`config.mk`:
```
export PLATFORM = sky130hd
export DESIGN_NAME = imem_fetch_ctrl
export DESIGN_NICKNAME = d
export VERILOG_FILES = /design/src/rtl/ifetch_pkg.sv /design/src/rtl/ifetch_fifo.sv /design/src/rtl/imem_fetch_ctrl.sv
export SDC_FILE = /design/constraint.sdc
export NUM_CORES = 1
export LEC_CHECK = 0
export CAP_MARGIN = 20
export CELL_PAD_IN_SITES_DETAIL_PLACEMENT = 0
export CELL_PAD_IN_SITES_GLOBAL_PLACEMENT = 1
export CORE_AREA = 2 2 127 129
export DETAILED_ROUTE_END_ITERATION = 8
export DIE_AREA = 0 0 129 131
export PLACE_DENSITY_LB_ADDON = 0.1
export SYNTH_ARGS = -nofsm -noshare
export SYNTH_HDL_FRONTEND = slang
export SYNTH_SLANG_ARGS = --single-unit
```
`constraint.sdc`:
```
create_clock -name clk -period 5.7 [get_ports clk]
set_clock_uncertainty 0.15 [all_clocks]
set_input_delay 1.14 -clock clk [delete_from_list [all_inputs] [get_ports clk]]
set_output_delay 1.14 -clock clk [all_outputs]
set_load 0.02 [all_outputs]
```
`src/rtl/ifetch_pkg.sv`:
```
// Shared definitions for the instruction fetch controller.
// Holds the data widths, the default fetch reset address, the fetch FSM state
// enum and the prefetch buffer entry layout {pc, instr}.
package ifetch_pkg;

  localparam int unsigned INSTR_W = 16;
  localparam int unsigned ADDR_W  = 16;

  localparam logic [ADDR_W-1:0] DEFAULT_RESET_PC = 16'h0000;

  // StIdle: no request, StReq: request outstanding,
  // StDrop: request outstanding whose data must be thrown away.
  typedef enum logic [1:0] {
    StIdle = 2'd0,
    StReq  = 2'd1,
    StDrop = 2'd2
  } fetch_state_e;

  typedef struct packed {
    logic [ADDR_W-1:0]  pc;
    logic [INSTR_W-1:0] instr;
  } fetch_entry_t;

endpackage

```
`src/rtl/ifetch_fifo.sv`:
```
// Prefetch buffer: DEPTH entries of {pc, instr}, with a registered head.
// Ports:
//   clk, reset         clock and synchronous active-high reset
//   flush              drop all entries (takes priority over push/pop)
//   push, wdata        write one entry (caller guarantees space)
//   pop                remove the head entry (ignored when empty)
//   count              number of stored entries
//   head_valid, head   registered view of the oldest entry
module ifetch_fifo
  import ifetch_pkg::*;
#(
  parameter int unsigned DEPTH = 2
) (
  input  logic                    clk,
  input  logic                    reset,
  input  logic                    flush,
  input  logic                    push,
  input  fetch_entry_t            wdata,
  input  logic                    pop,
  output logic [$clog2(DEPTH):0]  count,
  output logic                    head_valid,
  output fetch_entry_t            head
);

  localparam int unsigned PtrW = $clog2(DEPTH);
  localparam int unsigned CntW = PtrW + 1;

  fetch_entry_t    mem_q [DEPTH];
  logic [PtrW-1:0] wptr_q, rptr_q, rptr_d;
  logic [CntW-1:0] count_q, count_d;
  logic            head_valid_q;
  fetch_entry_t    head_q, head_d;
  logic            do_pop;

  assign do_pop = pop && (count_q != '0);

  always_comb begin
    rptr_d  = rptr_q + PtrW'(do_pop);
    count_d = count_q + CntW'(push) - CntW'(do_pop);
    // The next head is either already stored or is the entry being written now.
    if (push && (wptr_q == rptr_d)) begin
      head_d = wdata;
    end else begin
      head_d = mem_q[rptr_d];
    end
  end

  always_ff @(posedge clk) begin
    if (push) begin
      mem_q[wptr_q] <= wdata;
    end
  end

  always_ff @(posedge clk) begin
    if (reset || flush) begin
      wptr_q       <= '0;
      rptr_q       <= '0;
      count_q      <= '0;
      head_valid_q <= 1'b0;
      head_q       <= '0;
    end else begin
      if (push) begin
        wptr_q <= wptr_q + PtrW'(1);
      end
      rptr_q       <= rptr_d;
      count_q      <= count_d;
      head_valid_q <= (count_d != '0);
      head_q       <= (count_d != '0) ? head_d : '0;
    end
  end

  assign count      = count_q;
  assign head_valid = head_valid_q;
  assign head       = head_q;

endmodule

```
`src/rtl/imem_fetch_ctrl.sv`:
```
// Instruction fetch controller: issues single outstanding reads to instruction
// memory, buffers returned words with their addresses and hands them to decode.
// Ports:
//   clk, reset                 clock, synchronous active-high reset
//   pc_in, redirect            redirect target and strobe (flush + refetch)
//   mem_req, mem_addr          registered memory read request
//   mem_ack, mem_rdata         read completion and data
//   instr_valid/out/pc         head instruction presented to decode
//   instr_ready                decode consumes the head when instr_valid is high
// Build option: define IFETCH_BYPASS_EN to present acked data combinationally
// when the buffer is empty (otherwise all outputs are registered).
module imem_fetch_ctrl
  import ifetch_pkg::*;
#(
  parameter logic [ADDR_W-1:0] RESET_PC = DEFAULT_RESET_PC,
  parameter int unsigned       DEPTH    = 2
) (
  input  logic               clk,
  input  logic               reset,
  input  logic [ADDR_W-1:0]  pc_in,
  input  logic               redirect,
  output logic               mem_req,
  output logic [ADDR_W-1:0]  mem_addr,
  input  logic               mem_ack,
  input  logic [INSTR_W-1:0] mem_rdata,
  output logic               instr_valid,
  output logic [INSTR_W-1:0] instr_out,
  output logic [ADDR_W-1:0]  instr_pc,
  input  logic               instr_ready
);

  localparam int unsigned     CntW     = $clog2(DEPTH) + 1;
  localparam logic [CntW-1:0] DepthCnt = CntW'(DEPTH);

  fetch_state_e      state_q;
  logic [ADDR_W-1:0] fetch_pc_q, fetch_pc_inc;
  logic              mem_req_q;
  logic [ADDR_W-1:0] mem_addr_q;
  logic [CntW-1:0]   count, count_after;
  logic              head_valid;
  fetch_entry_t      head, push_entry;
  logic              ack_req, push, pop, bypass_take;

  assign fetch_pc_inc = fetch_pc_q + ADDR_W'(1);
  assign ack_req      = (state_q == StReq) && mem_ack && !redirect;
  assign push_entry   = '{pc: fetch_pc_q, instr: mem_rdata};

`ifdef IFETCH_BYPASS_EN
  logic bypass_show;
  assign bypass_show = ack_req && (count == '0) && !reset;
  assign bypass_take = bypass_show && instr_ready;

  always_comb begin
    if (bypass_show) begin
      instr_valid = 1'b1;
      instr_out   = mem_rdata;
      instr_pc    = fetch_pc_q;
    end else begin
      instr_valid = head_valid;
      instr_out   = head.instr;
      instr_pc    = head.pc;
    end
  end
`else
  assign bypass_take = 1'b0;
  assign instr_valid = head_valid;
  assign instr_out   = head.instr;
  assign instr_pc    = head.pc;
`endif

  assign push = ack_req && !bypass_take;
  assign pop  = head_valid && instr_ready && !redirect;

  // Occupancy once this cycle's push/pop land; a new request reserves a slot
  // against this so the acked word always has room.
  assign count_after = count + CntW'(push) - CntW'(pop);

  ifetch_fifo #(
    .DEPTH(DEPTH)
  ) u_fifo (
    .clk       (clk),
    .reset     (reset),
    .flush     (redirect),
    .push      (push),
    .wdata     (push_entry),
    .pop       (pop),
    .count     (count),
    .head_valid(head_valid),
    .head      (head)
  );

  always_ff @(posedge clk) begin
    if (reset) begin
      state_q    <= StIdle;
      fetch_pc_q <= RESET_PC;
      mem_req_q  <= 1'b0;
      mem_addr_q <= RESET_PC;
    end else if (redirect) begin
      fetch_pc_q <= pc_in;
      unique case (state_q)
        StReq, StDrop: begin
          if (mem_ack) begin
            state_q   <= StIdle;
            mem_req_q <= 1'b0;
          end else begin
            // Request stays on the bus until acked; its data is dropped.
            state_q <= StDrop;
          end
        end
        default: state_q <= StIdle;
      endcase
    end else begin
      unique case (state_q)
        StIdle: begin
          if (count < DepthCnt) begin
            state_q    <= StReq;
            mem_req_q  <= 1'b1;
            mem_addr_q <= fetch_pc_q;
          end
        end
        StReq: begin
          if (mem_ack) begin
            fetch_pc_q <= fetch_pc_inc;
            if (count_after < DepthCnt) begin
              mem_addr_q <= fetch_pc_inc;
            end else begin
              state_q   <= StIdle;
              mem_req_q <= 1'b0;
            end
          end
        end
        StDrop: begin
          if (mem_ack) begin
            if (count < DepthCnt) begin
              state_q    <= StReq;
              mem_addr_q <= fetch_pc_q;
            end else begin
              state_q   <= StIdle;
              mem_req_q <= 1'b0;
            end
          end
        end
        default: begin
          state_q   <= StIdle;
          mem_req_q <= 1'b0;
        end
      endcase
    end
  end

  assign mem_req  = mem_req_q;
  assign mem_addr = mem_addr_q;

endmodule

```
==> summary.md <==
| Metric | Value |
|---|---|
| Clock Tree Buf Depth | `2` |
| Max Cap Viol | `0` |
| Post-DP HPWL | `11.2 mm` |
| Hold Path End | `mem_req` |
| Fin util | `52.5%` |
| Cts hold-fix bufs | `0` |
| Synth area leaders | `edfxtp_1 29%, dfxtp_1 22%, a211oi_1 8.2%, a311oi_1 4.9%, nand2_1 4.7%` |
| Final min period | `4.01 ns` |
| Reg2Reg Depth | `9` |
| IO Pins | `87` |
| Most frequent cell after synthesis | `nand2_1` |
| Yosys top cell by area | `edfxtp_1` |
| Via density | `approximately 5.8` |
| Unrepaired setup endpoints after global routing | `no` |
| Peak supply drop | `212 uV` |
| TritonCTS clock tree | `done` |
| FMAX | `0.249 GHz` |
| Post-Syn Instances | `678` |
| DRT iter0 DRCs | `414` |
| Cell Area, Synth | `6600 um^2` |
| Clock Pin Slew Worst Setup and Hold Paths | `0.06 ns` |
| WHS Path Cells | `2` |
| Initial antenna violation count | `0` |
| Sequential area share after synthesis | `51.0%` |
| EDFF count, synth | `64` |
| Setup Buffers After CTS | `0` |
| PwrDens | `286 nW/um^2` |
| Vias in the first global route | `between 5000 and 6000` |
| Tot GR Track Use | `22.7%` |
| Hold path start | `mem_req` |
| Syn Nets | `slightly above 700` |
| R2R setup slack | `2.18 ns` |
| # DRC | `0` |
| Final Hold Viols | `0` |
| Total Power | `between 2 and 2.5 mW` |
| H-tree levels | `4` |
| Drt wl/cell | `19.5 um` |
| Final setup vio count | `0` |
| Largest net degree at the start of global routing | `53` |
| CTS resizes | `0` |
| Worst Setup Start Kind | `input pin` |
| Worst Max-Slew Pin Slew | `between 1 and 1.5 ns` |
| Setup_tns | `0 ns` |
| Crit Path Max Fanout | `20` |
| Starting Density | `42.3%` |
| Die height | `131 um` |
| Number of CTS-inserted buffers | `17` |
| Final Cycle Share | `between 70% and 80%` |
| Yosys reg bits | `approximately 140` |
| # port buffers | `86` |
| Overflow after GRT | `0` |
| Core Region | `15600 um^2` |
| Routability congestion estimate | `roughly 0.8` |
| Ys flop type | `dfxtp_1` |
| DIE AREA | `16900 um^2` |
| Die Wd | `129 um` |
| Commonest cells in the netlist | `82 x nand2_1, 72 x a211oi_1, 72 x dfxtp_1` |
| Root Driver | `clkbuf_16` |
| Number of fillers in the final layout | `1415` |
| P&R area growth vs syn | `24.0%` |
| WS Path Type | `input pin to flip-flop` |
| Final Slew Violations | `0` |
| Crit Reg-Reg Startpoint | `state_q[1]` |
| Max-slew headroom | `32.4%` |
| Clock latency on the worst-skew pair | `0.42 ns` |
| CP Launch Point | `redirect` |
| Routed vias | `between 5000 and 6000` |
| Avg Cell Area, Syn | `9.73 um^2` |
| Clock sink count | `136` |
| FF-to-FF End | `mem_addr[3]` |
| First-pass GRT wire length | `29.3 mm` |
| FFs w/ async S/R, synth | `0%` |
| ANT nets after route | `0` |
| Type of the most critical hold path | `flip-flop to flip-flop` |
| WP data required | `5.86 ns` |
| Synth Warn # | `0` |
| # diodes | `0` |
| Leak Pwr | `approximately 2.6 nW` |
| 1st-pass router iterations | `5` |
| Share of layout cells above drive strength 1 | `between 7 and 8%` |
| Final wirelength | `18.6 mm` |
| CP arrival | `4.18 ns` |
| Setup crit end kind | `flip-flop` |
| Yosys top cell area share | `29.1%` |
| Cell Rows | `46` |
| Final-stage net count | `772` |
| Status | `finished clean` |
| Cell variety after synth | `47` |
[kinds of logic (layout without fill, tap and decap cells)]
kind of cell / Yosys count / after routing / synth area share (%)
adder cells (fa/ha/maj): 7 / 7 / 1.33
AND/OR/NAND/NOR: 229 / 229 / 17.3
flip-flops: 136 / 136 / 51.0
AO/OA/AOI/OAI: 191 / 191 / 21.1
multiplexers: 3 / 3 / 0.474
XOR/XNOR: 30 / 30 / 3.98
buffers and inverters: 82 / 145 / 4.83
[worst max path at each step]
stage / endpoint / slack, ns / cells after the start
floorplan: u_fifo.mem_q[0][0] / 1.23 / 4
global placement: mem_addr[3] / 1.29 / 8
detailed placement: mem_addr[3] / 1.23 / 8
CTS: mem_addr[3] / 1.68 / 8
global route: mem_addr[3] / 1.47 / 8
finish: mem_addr[3] / 1.69 / 8
[worst max-delay path, cell delays in order]
cell	delay (ns)
clkdlybuf4s50_1	0.77
and3b_1	0.30
ha_1	0.31
nor4bb_1	0.33
xor2_1	0.18
buf_4	0.26
a21o_1	0.48
mux2_2	0.39
[through the flow]
step	instance area (um^2)	hold WS, ns	cells	setup WS [ns]
floorplan	6600	0.270	678	1.23
global placement	7600	0.353	925	1.29
detailed placement	7600	0.366	925	1.23
CTS	8180	0.375	957	1.68
global route	8180	0.404	957	1.47
finish	8180	0.372	957	1.69
[power by group]
group          internal [mW]  switching, mW  leakage (nW)
logic                 0.0811         0.0931          1.15
registers               1.05         0.0329          1.17
clock network          0.687          0.398         0.286
total                   1.82          0.524          2.60
[state kept, by name, indices dropped and copies added (netlist names)]
signal / cells
u_fifo.mem_q: 64
u_fifo.head: 32
fetch_pc_q: 16
mem_addr: 16
state_q: 2
u_fifo.count: 2
mem_req: 1
u_fifo.head_valid: 1
u_fifo.rptr_q: 1
u_fifo.wptr_q: 1
[layer usage]
metal  vias up  share of wire [%]  global-route usage [%]
met1      2726                 44                    28.7
met4         0                2.3                    9.65
li1       2648                  -                       -
met5         -                  0                       0
met2       156                 50                    38.0
met3        35                3.9                    4.40
[placed cells by master (no fill, tap or decap), types with 4 or more instances in the layout]
master	instances
clkdlybuf4s50_1	86
nand2_1	82
a211oi_1	72
dfxtp_1	71
edfxtp_1	64
nor3_1	41
a311oi_1	37
a21oi_1	34
nand2b_1	32
a22oi_1	32
nor2_1	24
xnor2_1	23
clkbuf_16	17
buf_4	16
inv_1	11
nand3_1	8
nor4_1	8
xor2_1	7
ha_1	7
nand4_1	6
or3_1	6
nor2b_1	4
clkinv_2	4
clkbuf_8	4
[final cells by class]
type | instances | area [um^2] | share of cell area (%)
inverters | 11 | 41.3 | 0.505
clock inverters | 8 | 95.1 | 1.16
repair buffers | 102 | 981 | 12.0
multi-input cells | 460 | 2940 | 35.9
well taps | 216 | 270 | 3.30
clock buffers | 24 | 492 | 6.01
flip-flops and latches | 136 | 3360 | 41.1
(Power assumes the default switching activity.)
==> RTL edit (same settings) <==
`DEPTH` is set to 2 in 2 places; all go to 4.
--- a/src/rtl/ifetch_fifo.sv
+++ b/src/rtl/ifetch_fifo.sv
@@ -10,5 +10,5 @@
   import ifetch_pkg::*;
 #(
-  parameter int unsigned DEPTH = 2
+  parameter int unsigned DEPTH = 4
 ) (
   input  logic                    clk,
--- a/src/rtl/imem_fetch_ctrl.sv
+++ b/src/rtl/imem_fetch_ctrl.sv
@@ -14,5 +14,5 @@
 #(
   parameter logic [ADDR_W-1:0] RESET_PC = DEFAULT_RESET_PC,
-  parameter int unsigned       DEPTH    = 2
+  parameter int unsigned       DEPTH    = 4
 ) (
   input  logic               clk,
Behaviour: not the same (Yosys sat finds a counterexample within 4 cycles, from zero or initial values and one cycle with reset high).
==> RTL edit against the original RTL <==
Wire length decreased by 7.4%. Critical endpoint is now mem_addr[0]. Maximum frequency is 3.6% lower. Largest power group unchanged. Setup slack worse by 0.15 ns. First-iteration DRC count down 34%. Area after synthesis grew 28%. Sequential cell count grew 67. Final area up 24%. Largest cell class unchanged. Critical path type unchanged. Power grew 35%.
==> RTL edit: results <==
group,metric,value,unit
synth,synth.distinct_cells,45,
worst_setup_path,critPathTopFamily,"simple AND/OR/NAND/NOR gates",
synth,synthAdderAreaFrac,2.076,%
global_routing,grt_usage,20.75,%
place,place.gp.congestion,0.8482,
clock_network,clk_latency,0.49,ns
route,drt-met1-wl,7664,microns
cells_and_area,largest_reg_flops,128,
sta,tightest_slew,0.9542,ns
synth,yosys-mux-area-fraction,9.490,%
place,dp.cells,886,
clock_network,cts_buffer_depth,3,
pwr,peakVddDrop,0.2540,mV
cells_and_area,stdcell_area,10170,sq um
synth,yosys-top-cells-area,"edfxtp_1 (46%), dfxtp_1 (18%), mux4_2 (8.5%)",
route,wl_met2,8619,microns
synth,synth_edf_count,128,
status,status,"finished clean",
synth,synth_seq_area_share,63.35,%
place,dp_slack,1.055,ns
route,routed_wl,17270,microns
worst_setup_path,slowest_stage,"o221a_4",
route,drt-wirelength-per-cell,18.69,microns
synth,synth_area_per_cell,13.65,sq um
clock_network,cts_buffers,21,
synth,synth_compound_area_share,8.793,%
route,drt_iter0_markers,275,
place,dp_hpwl,10490,microns
global_routing,grt_pass1_wl,27010,microns
global_routing,grt_pass1_vias,5270,
worst_setup_path,critPathArrivalTime,4.40,ns
synth,netlist_top_cells_count,"edfxtp_1 (128), nand2_1 (78), dfxtp_1 (75)",
place,place_area,9459,sq um
worst_setup_path,worstPathMaxFanout,32,
route,vias,5073,
cells_and_area,layout.nets,744,
cells_and_area,drive_gt1_share,16.67,%
worst_setup_path,critPathMaxStageDelay,0.57,ns
==> RTL edit: final cells by class <==
type / count / area (sq um)
timing repair buffer: 97 / 955.9
inverter: 18 / 67.56
clock buffer: 26 / 574.3
tap: 216 / 270.3
clock inverter: 12 / 132.6
sequential: 203 / 5345
fill: 1174 / 5431
multi-input combinational: 352 / 2820
==> RTL edit: kinds of logic after synthesis <==
logic type,Yosys count
buf+inv,63
flops,203
fa+ha+maj,14
xor+xnor,37
compound gates,98
simple gates,163
mux,40
==> RTL edit: tightest hold or removal path, stage by stage (launching register included) <==
cell and delay, ns:
dfxtp_1 0.32, nand2b_1 0.07, mux2i_1 0.07
==> RTL edit: report_power, final <==
group,switching (mW),internal [mW],total [mW],leakage [nW]
clock network,0.558,0.817,1.38,0.346
logic,0.0902,0.0841,0.174,1.32
registers,0.0313,1.58,1.62,1.78
==> RTL edit: routing by layer <==
metal / vias up / global-route usage [%]
li1: 2408 / -
met1: 2517 / 28.08
met2: 130 / 35.76
met3: 18 / 3.257
met4: 0 / 4.923
met5: - / 0
==> RTL edit: path summary, 6_finish.rpt <==
kind	start	endpoint	slack, ns	cells past startpoint
worst max-delay path	mem_ack	mem_addr[0]	1.54	11
worst min register to register	mem_req	mem_req	0.35	2
worst min-delay path	mem_req	mem_req	0.35	2
worst max register to register	state_q[1]	mem_addr[0]	1.68	11
